## src/rtl/crossbar_scheduler_pkg.sv

```systemverilog
// Shared types and constants for the 4x4 crossbar scheduler.
package crossbar_scheduler_pkg;

   localparam int NUM_PORTS = 4;

   typedef logic [1:0] port_idx_t;

   // Optional packed form of one input-buffer head request.
   typedef struct packed {
      logic      valid;
      port_idx_t port;
   } port_req_t;

   // Number of set bits in a 4-bit mask.
   function automatic logic [2:0] popcount4(input logic [3:0] m);
      return 3'(m[0]) + 3'(m[1]) + 3'(m[2]) + 3'(m[3]);
   endfunction

endpackage

```

## src/rtl/crossbar_scheduler_if.sv

```systemverilog
// Request/grant bundle between the input buffers, output buffers and the scheduler.
interface crossbar_scheduler_if #(
   parameter int CNT_W = 16
);
   import crossbar_scheduler_pkg::*;

   // Handshake: req_valid[i] says input i holds a packet bound for req_port[i];
   // ob_ready[j] says output j can take one packet this cycle. A transfer i->j
   // happens in exactly the cycle where in_grant[i], out_valid[j] and
   // out_sel[j]==i are all high; nothing is held across cycles.
   logic [NUM_PORTS-1:0]            req_valid;
   port_idx_t [NUM_PORTS-1:0]       req_port;
   logic [NUM_PORTS-1:0]            ob_ready;
   logic                            arb_en;
   logic [NUM_PORTS-1:0]            in_grant;
   logic [NUM_PORTS-1:0]            out_valid;
   port_idx_t [NUM_PORTS-1:0]       out_sel;
   logic [CNT_W-1:0]                contention_cnt;

   modport master (
      output req_valid, req_port, ob_ready, arb_en,
      input  in_grant, out_valid, out_sel, contention_cnt
   );

   modport slave (
      input  req_valid, req_port, ob_ready, arb_en,
      output in_grant, out_valid, out_sel, contention_cnt
   );

endinterface

```

## src/rtl/crossbar_scheduler_rr_pick4.sv

```systemverilog
// Combinational 4-way round-robin picker with an urgent-first override.
module crossbar_scheduler_rr_pick4
   import crossbar_scheduler_pkg::*;
(
   input  logic [3:0] eligible,
   input  logic [3:0] urgent,
   input  port_idx_t  ptr,
   output logic       found,
   output port_idx_t  idx
);

   logic [3:0] pool;
   port_idx_t  cand;

   // Restrict to urgent requesters when any exist, then take the first set bit from ptr upward.
   always_comb begin
      pool  = ((eligible & urgent) != 4'b0000) ? (eligible & urgent) : eligible;
      found = |pool;
      idx   = '0;
      cand  = '0;
      // Scanning from the far end lets the closest hit to ptr overwrite the others.
      for (int k = 3; k >= 0; k--) begin
         cand = ptr + port_idx_t'(k);
         if (pool[cand]) idx = cand;
      end
   end

endmodule

```

## src/rtl/crossbar_scheduler.sv

```systemverilog
// Per-output round-robin crossbar scheduler with starvation override and contention stats.
module crossbar_scheduler
   import crossbar_scheduler_pkg::*;
#(
   parameter int MAX_WAIT = 7,
   parameter int CNT_W    = 16
)(
   input  logic                 clock,
   input  logic                 reset_n,
   crossbar_scheduler_if.slave  bus
);

   localparam int WAIT_W = $clog2(MAX_WAIT + 1);

   port_idx_t                ptr      [NUM_PORTS];
   logic [WAIT_W-1:0]        wait_cnt [NUM_PORTS];
   logic [CNT_W-1:0]         cnt_q;

   logic [NUM_PORTS-1:0]     urgent;
   logic [NUM_PORTS-1:0]     elig     [NUM_PORTS];  // elig[j][i]: input i may go to output j
   logic [NUM_PORTS-1:0]     found;
   port_idx_t                pick     [NUM_PORTS];
   port_idx_t [NUM_PORTS-1:0] sel;
   logic [NUM_PORTS-1:0]     grant_vec;
   logic                     contention;

   // Eligibility and urgency; reset_n gates everything so grants drop while reset is held.
   always_comb begin
      for (int i = 0; i < NUM_PORTS; i++) begin
         urgent[i] = (wait_cnt[i] >= WAIT_W'(MAX_WAIT));
      end
      for (int j = 0; j < NUM_PORTS; j++) begin
         for (int i = 0; i < NUM_PORTS; i++) begin
            elig[j][i] = reset_n && bus.arb_en && bus.ob_ready[j] &&
                         bus.req_valid[i] && (bus.req_port[i] == port_idx_t'(j));
         end
      end
   end

   for (genvar j = 0; j < NUM_PORTS; j++) begin : g_pick
      crossbar_scheduler_rr_pick4 u_rr_pick4 (
         .eligible (elig[j]),
         .urgent   (urgent),
         .ptr      (ptr[j]),
         .found    (found[j]),
         .idx      (pick[j])
      );
   end

   // Fold per-output winners into input grants, output selects and the contention flag.
   always_comb begin
      grant_vec  = '0;
      sel        = '0;
      contention = 1'b0;
      for (int j = 0; j < NUM_PORTS; j++) begin
         if (found[j]) begin
            sel[j]               = pick[j];
            grant_vec[pick[j]]   = 1'b1;
         end
         if (popcount4(elig[j]) >= 3'd2) contention = 1'b1;
      end
   end

   assign bus.in_grant       = grant_vec;
   assign bus.out_valid      = found;
   assign bus.out_sel        = sel;
   assign bus.contention_cnt = cnt_q;

   // Rotate each output's pointer to just past the input it served; hold otherwise.
   always_ff @(posedge clock or negedge reset_n) begin
      if (!reset_n) begin
         for (int j = 0; j < NUM_PORTS; j++) ptr[j] <= '0;
      end else begin
         for (int j = 0; j < NUM_PORTS; j++) begin
            if (found[j]) ptr[j] <= pick[j] + 2'd1;
         end
      end
   end

   // Count consecutive denied cycles per requesting input, saturating at MAX_WAIT.
   always_ff @(posedge clock or negedge reset_n) begin
      if (!reset_n) begin
         for (int i = 0; i < NUM_PORTS; i++) wait_cnt[i] <= '0;
      end else begin
         for (int i = 0; i < NUM_PORTS; i++) begin
            if (bus.req_valid[i] && !grant_vec[i]) begin
               if (wait_cnt[i] < WAIT_W'(MAX_WAIT)) wait_cnt[i] <= wait_cnt[i] + 1'b1;
            end else begin
               wait_cnt[i] <= '0;
            end
         end
      end
   end

   // Saturating count of cycles with at least one contended output.
   always_ff @(posedge clock or negedge reset_n) begin
      if (!reset_n) begin
         cnt_q <= '0;
      end else if (contention && (cnt_q != {CNT_W{1'b1}})) begin
         cnt_q <= cnt_q + 1'b1;
      end
   end

endmodule

```

## src/flat_wrapper.sv

```systemverilog
// flat-port wrapper written by rule: the top's interface ports become plain ports
module crossbar_scheduler_flat import crossbar_scheduler_pkg::*;
#(
   parameter int MAX_WAIT = 7,
   parameter int CNT_W    = 16
)
  (clock, reset_n, bus_req_valid, bus_req_port, bus_ob_ready, bus_arb_en, bus_in_grant, bus_out_valid, bus_out_sel, bus_contention_cnt);
  crossbar_scheduler_if #(.CNT_W(CNT_W)) bus_i ();
  input  logic clock;
  input  logic reset_n;
  input wire logic [$bits(bus_i.req_valid)-1:0] bus_req_valid;
  input wire logic [$bits(bus_i.req_port)-1:0] bus_req_port;
  input wire logic [$bits(bus_i.ob_ready)-1:0] bus_ob_ready;
  input wire logic [$bits(bus_i.arb_en)-1:0] bus_arb_en;
  output wire logic [$bits(bus_i.in_grant)-1:0] bus_in_grant;
  output wire logic [$bits(bus_i.out_valid)-1:0] bus_out_valid;
  output wire logic [$bits(bus_i.out_sel)-1:0] bus_out_sel;
  output wire logic [$bits(bus_i.contention_cnt)-1:0] bus_contention_cnt;
  assign bus_i.req_valid = bus_req_valid;
  assign bus_i.req_port = bus_req_port;
  assign bus_i.ob_ready = bus_ob_ready;
  assign bus_i.arb_en = bus_arb_en;
  assign bus_in_grant = bus_i.in_grant;
  assign bus_out_valid = bus_i.out_valid;
  assign bus_out_sel = bus_i.out_sel;
  assign bus_contention_cnt = bus_i.contention_cnt;
  crossbar_scheduler #(.MAX_WAIT(MAX_WAIT), .CNT_W(CNT_W)) u_core (.clock(clock), .reset_n(reset_n), .bus(bus_i));
endmodule
```

## config.mk

```make
export PLATFORM = sky130hd
export DESIGN_NAME = crossbar_scheduler_flat
export DESIGN_NICKNAME = d
export VERILOG_FILES = /design/src/rtl/crossbar_scheduler_pkg.sv /design/src/rtl/crossbar_scheduler_if.sv /design/src/rtl/crossbar_scheduler_rr_pick4.sv /design/src/rtl/crossbar_scheduler.sv /design/src/flat_wrapper.sv
export SDC_FILE = /design/constraint.sdc
export NUM_CORES = 1
export LEC_CHECK = 0
export BUFFER_PORTS_ARGS = -buffer_cell sky130_fd_sc_hd__buf_2
export CAP_MARGIN = 20
export CORE_ASPECT_RATIO = 1.1
export CORE_MARGIN = 10
export CORE_UTILIZATION = 57
export DETAILED_ROUTE_END_ITERATION = 16
export GPL_TIMING_DRIVEN = 0
export PLACE_DENSITY = 0.81
export SLEW_MARGIN = 10
export SYNTH_ARGS = -nofsm -noshare
export SYNTH_HDL_FRONTEND = slang
export SYNTH_HIERARCHICAL = 1
export SYNTH_SLANG_ARGS = --single-unit
```

## constraint.sdc

```tcl
create_clock -name clock -period 4.5 [get_ports clock]
set_clock_uncertainty 0.2 [all_clocks]
set_input_delay 0.675 -clock clock [delete_from_list [all_inputs] [get_ports clock]]
set_output_delay 0.675 -clock clock [all_outputs]
set_load 0.02 [all_outputs]
```

==> summary.md <==
| Metric | Value |
|---|---|
| Die outline height | ~97 um |
| PortBufs | 50 |
| Syn_nets | 397 |
| Setup Total Neg Slack | 0 ns |
| ANT nets after route | 0 |
| Drt first pass iters | 7 |
| VDD IR max | 139.9 uV |
| DIE AREA | 8745 um2 |
| Internal power | between 0.5 and 0.6 mW |
| Starting Density | 0.5782 |
| Place WS | -1.020 ns |
| Row count | 28 |
| Synthesized instance count | 349 |
| Final Critical Period | 4.340 ns |
| Final nets | about 460 |
| Top-count cell post-synth | dfrtp_1 |
| Part of the power in registers | 0.474 |
| # setup viols final | 0 |
| Top-area cell type share of the netlist area | 0.2926 |
| Critical Path Start Type | input pin |
| Clk sink count | 36 |
| Ant. Diodes | 0 |
| WP data arrival | 3.47 ns |
| Post-Route WL | ~8000 um |
| Worst-Margin Slew | 0.5245 ns |
| Sw Ratio | 0.2918 |
| CTS Buffer Depth | 2 |
| Clock share of power | 0.364 |
| Hold_buf cts | 0 |
| Logic pwr share | 0.162 |
| Syn_area_per_cell | 8.823 um2 |
| Pwr Density | 212.5 nW/um2 |
| Dominant cells by area after synthesis | dfrtp_1 29%, ha_1 10%, mux2_2 4.8%, o21ai_0 4.6%, xor2_1 4.3% |
| Synth cell count leaders | 36 x dfrtp_1, 33 x nand2_1, 28 x o21ai_0 |
| Worst skew pair latency | 0.30 ns |
| #FFs+latches synth | 36 |
| Sequential area share after synthesis | 0.2926 |
| Tcrit/Tclk final | 0.9645 |
| Worst Path Max Fanout | 41 |
| Vias per Instance | between 6 and 7 |
| Top FF cell, synth | dfrtp_1 |
| F_max | roughly 0.23 GHz |
| Initial antenna violation count | 0 |
| Worst-path clk slew | approximately 0.08 ns |
| RePlAce Congestion | 0.9764 |
| Core ar. | around 5300 um2 |
| Area growth, synth to finish | 21.33% |
| Synth unique cells | 40 |
| Layout cells sized above 1 | 0.2610 |
| CTS H-Tree Depth | 2 |
| CTS tree | built |
| Design Power | 0.7939 mW |
| Status | complete, no violations |
| Psw | approximately 0.23 mW |
| Worst reg2reg setup slack | 0.99 ns |
| CP required | 3.62 ns |
| Critical path class | input pin to output pin |
| Reg-to-Reg End | u_core/wait_cnt[6] |
| Slew Viols, Final | 0 |
| CP Capture Type | output pin |
| Drt wl/cell | 16.42 um |
| Mapped Area | between 3000 and 4000 um2 |
| DRC violations left | 0 |
| Starting DRT DRC Count | 282 |
| Total CTS buffers | 5 |
| Setup crit start | reset_n |
| Max Cap Violations | 0 |
| Yosys warnings | 6 |
| Final hold violation count | 0 |
| Hpwl dp | 5772 um |
| First-pass GRT wire length | 12970 um |
| Rel. slew slack | 0.6496 |
| Async S/R FF share, synth | 1.000 |
| Vias in the first global route | 2709 |
| Die width | 90.08 um |
| DR vias | 2935 |
| Root Driver | clkbuf_8 |
| Cell taking the most area after synthesis | dfrtp_1 |
| Gr usage total | 0.1731 |
| # IOs | 51 |
| Leak | 1.750 nW |
| Pin count of the biggest net entering global routing | 42 |
| Fill count | 452 |
| EDFF count, synth | 0 |
| Reg2reg start | u_core/wait_cnt[6] |
| Final WS setup | 0.1595 ns |
| R2r worst-path depth | 12 |
| Gr ovfl total | 0 |
| HP Class | input pin to async pin |
[routing by layer]
layer | track usage | vias up | wire [um]
met3 | 0.03168 | 15 | 413
li1 | - | 1428 | -
met5 | 0 | - | 0
met4 | 0.06127 | 0 | 148
met2 | 0.2987 | 91 | 4069
met1 | 0.2096 | 1401 | 3332
[power by group through the flow]
stage	combinational (mW)	clock [mW]	sequential [mW]
after floorplan	0.0654	0	0.381
after global placement	0.110	0	0.380
after detailed placement	0.115	0	0.382
after CTS	0.120	0.299	0.376
after global routing	0.144	0.311	0.381
final	0.128	0.289	0.377
[layout by cell type (no fill, tap or decap), types with 5 or more instances in the layout]
cell	n
buf_2	50
dfrtp_1	36
nand2_1	31
o21ai_0	26
ha_1	25
a21oi_1	21
inv_1	20
nor2_1	17
xor2_1	15
nand3_1	13
mux2_2	13
nand4_1	12
a22oi_1	9
and2_1	8
a31oi_1	8
a222oi_1	8
nor3_1	6
o21ai_1	6
clkbuf_8	5
clkbuf_1	5
nor3_4	5
[per-stage QoR]
| stage | utilization | area (um2) | instances | hold WS, ns |
|---|---|---|---|---|
| 5_1_grt | 0.7016 | 3736 | 485 | 0.009608 |
| 2_1_floorplan | - | 3079 | 349 | 0.1794 |
| 4_1_cts | 0.6786 | 3613 | 483 | 0.01298 |
| 6_report | 0.7016 | 3736 | 485 | 0.003562 |
| 3_3_place_gp | 0.6429 | 3423 | 474 | 0.2758 |
| 3_5_place_dp | 0.6438 | 3428 | 475 | 0.2774 |
[state kept, by name, indices dropped and copies added (netlist names)]
signal / cells
u_core/wait_cnt: 12
u_core/bus.contention_cnt: 16
u_core/ptr: 8
[worst max-delay path by stage]
stage | to | slack (ns) | cells after the start
after CTS | bus_in_grant[1] | 0.02 | 14
after floorplan | bus_in_grant[0] | 0.45 | 12
after global routing | bus_in_grant[0] | -0.12 | 15
after global placement | bus_in_grant[2] | -1.08 | 14
final | bus_in_grant[0] | 0.16 | 15
after detailed placement | bus_in_grant[2] | -1.02 | 14
[worst max-delay path, stage by stage]
cell and delay (ns):
buf_16 0.19, and2_2 0.23, nand2_2 0.14, nor4b_4 0.28, buf_2 0.22, a22o_1 0.16, a21oi_1 0.08, o21ai_1 0.21
mux2_2 0.20, and3_1 0.23, inv_1 0.10, ha_1 0.21, a22oi_1 0.27, nand2_1 0.10, buf_2 0.17
[area by class of cell]
class	instances	area (um2)	share of cell area
flip-flops and latches	36	900.9	0.2411
clock inverters	2	35.03	0.009377
clock buffers	6	72.57	0.01942
multi-input cells	286	2213	0.5924
well taps	75	93.84	0.02512
plain buffers	7	52.55	0.01407
inverters	20	75.07	0.02009
repair buffers	53	292.8	0.07837
[what timing repair did]
item | 4_1_cts | 5_1_grt
pin swaps | 0 | 5
gates cloned | 0 | 0
resized for setup | 15 | 19
setup endpoints to repair | 19 | 3
setup buffers | 0 | 2
[logic make-up after synthesis]
| family | share of synthesized area |
|---|---|
| xor+xnor | 0.04267 |
| flops | 0.2926 |
| simple gates | 0.2466 |
| mux | 0.04754 |
| fa+ha+maj | 0.1276 |
| compound gates | 0.2015 |
| buf+inv | 0.04144 |
Note: power is estimated with default switching activity, not from simulation.
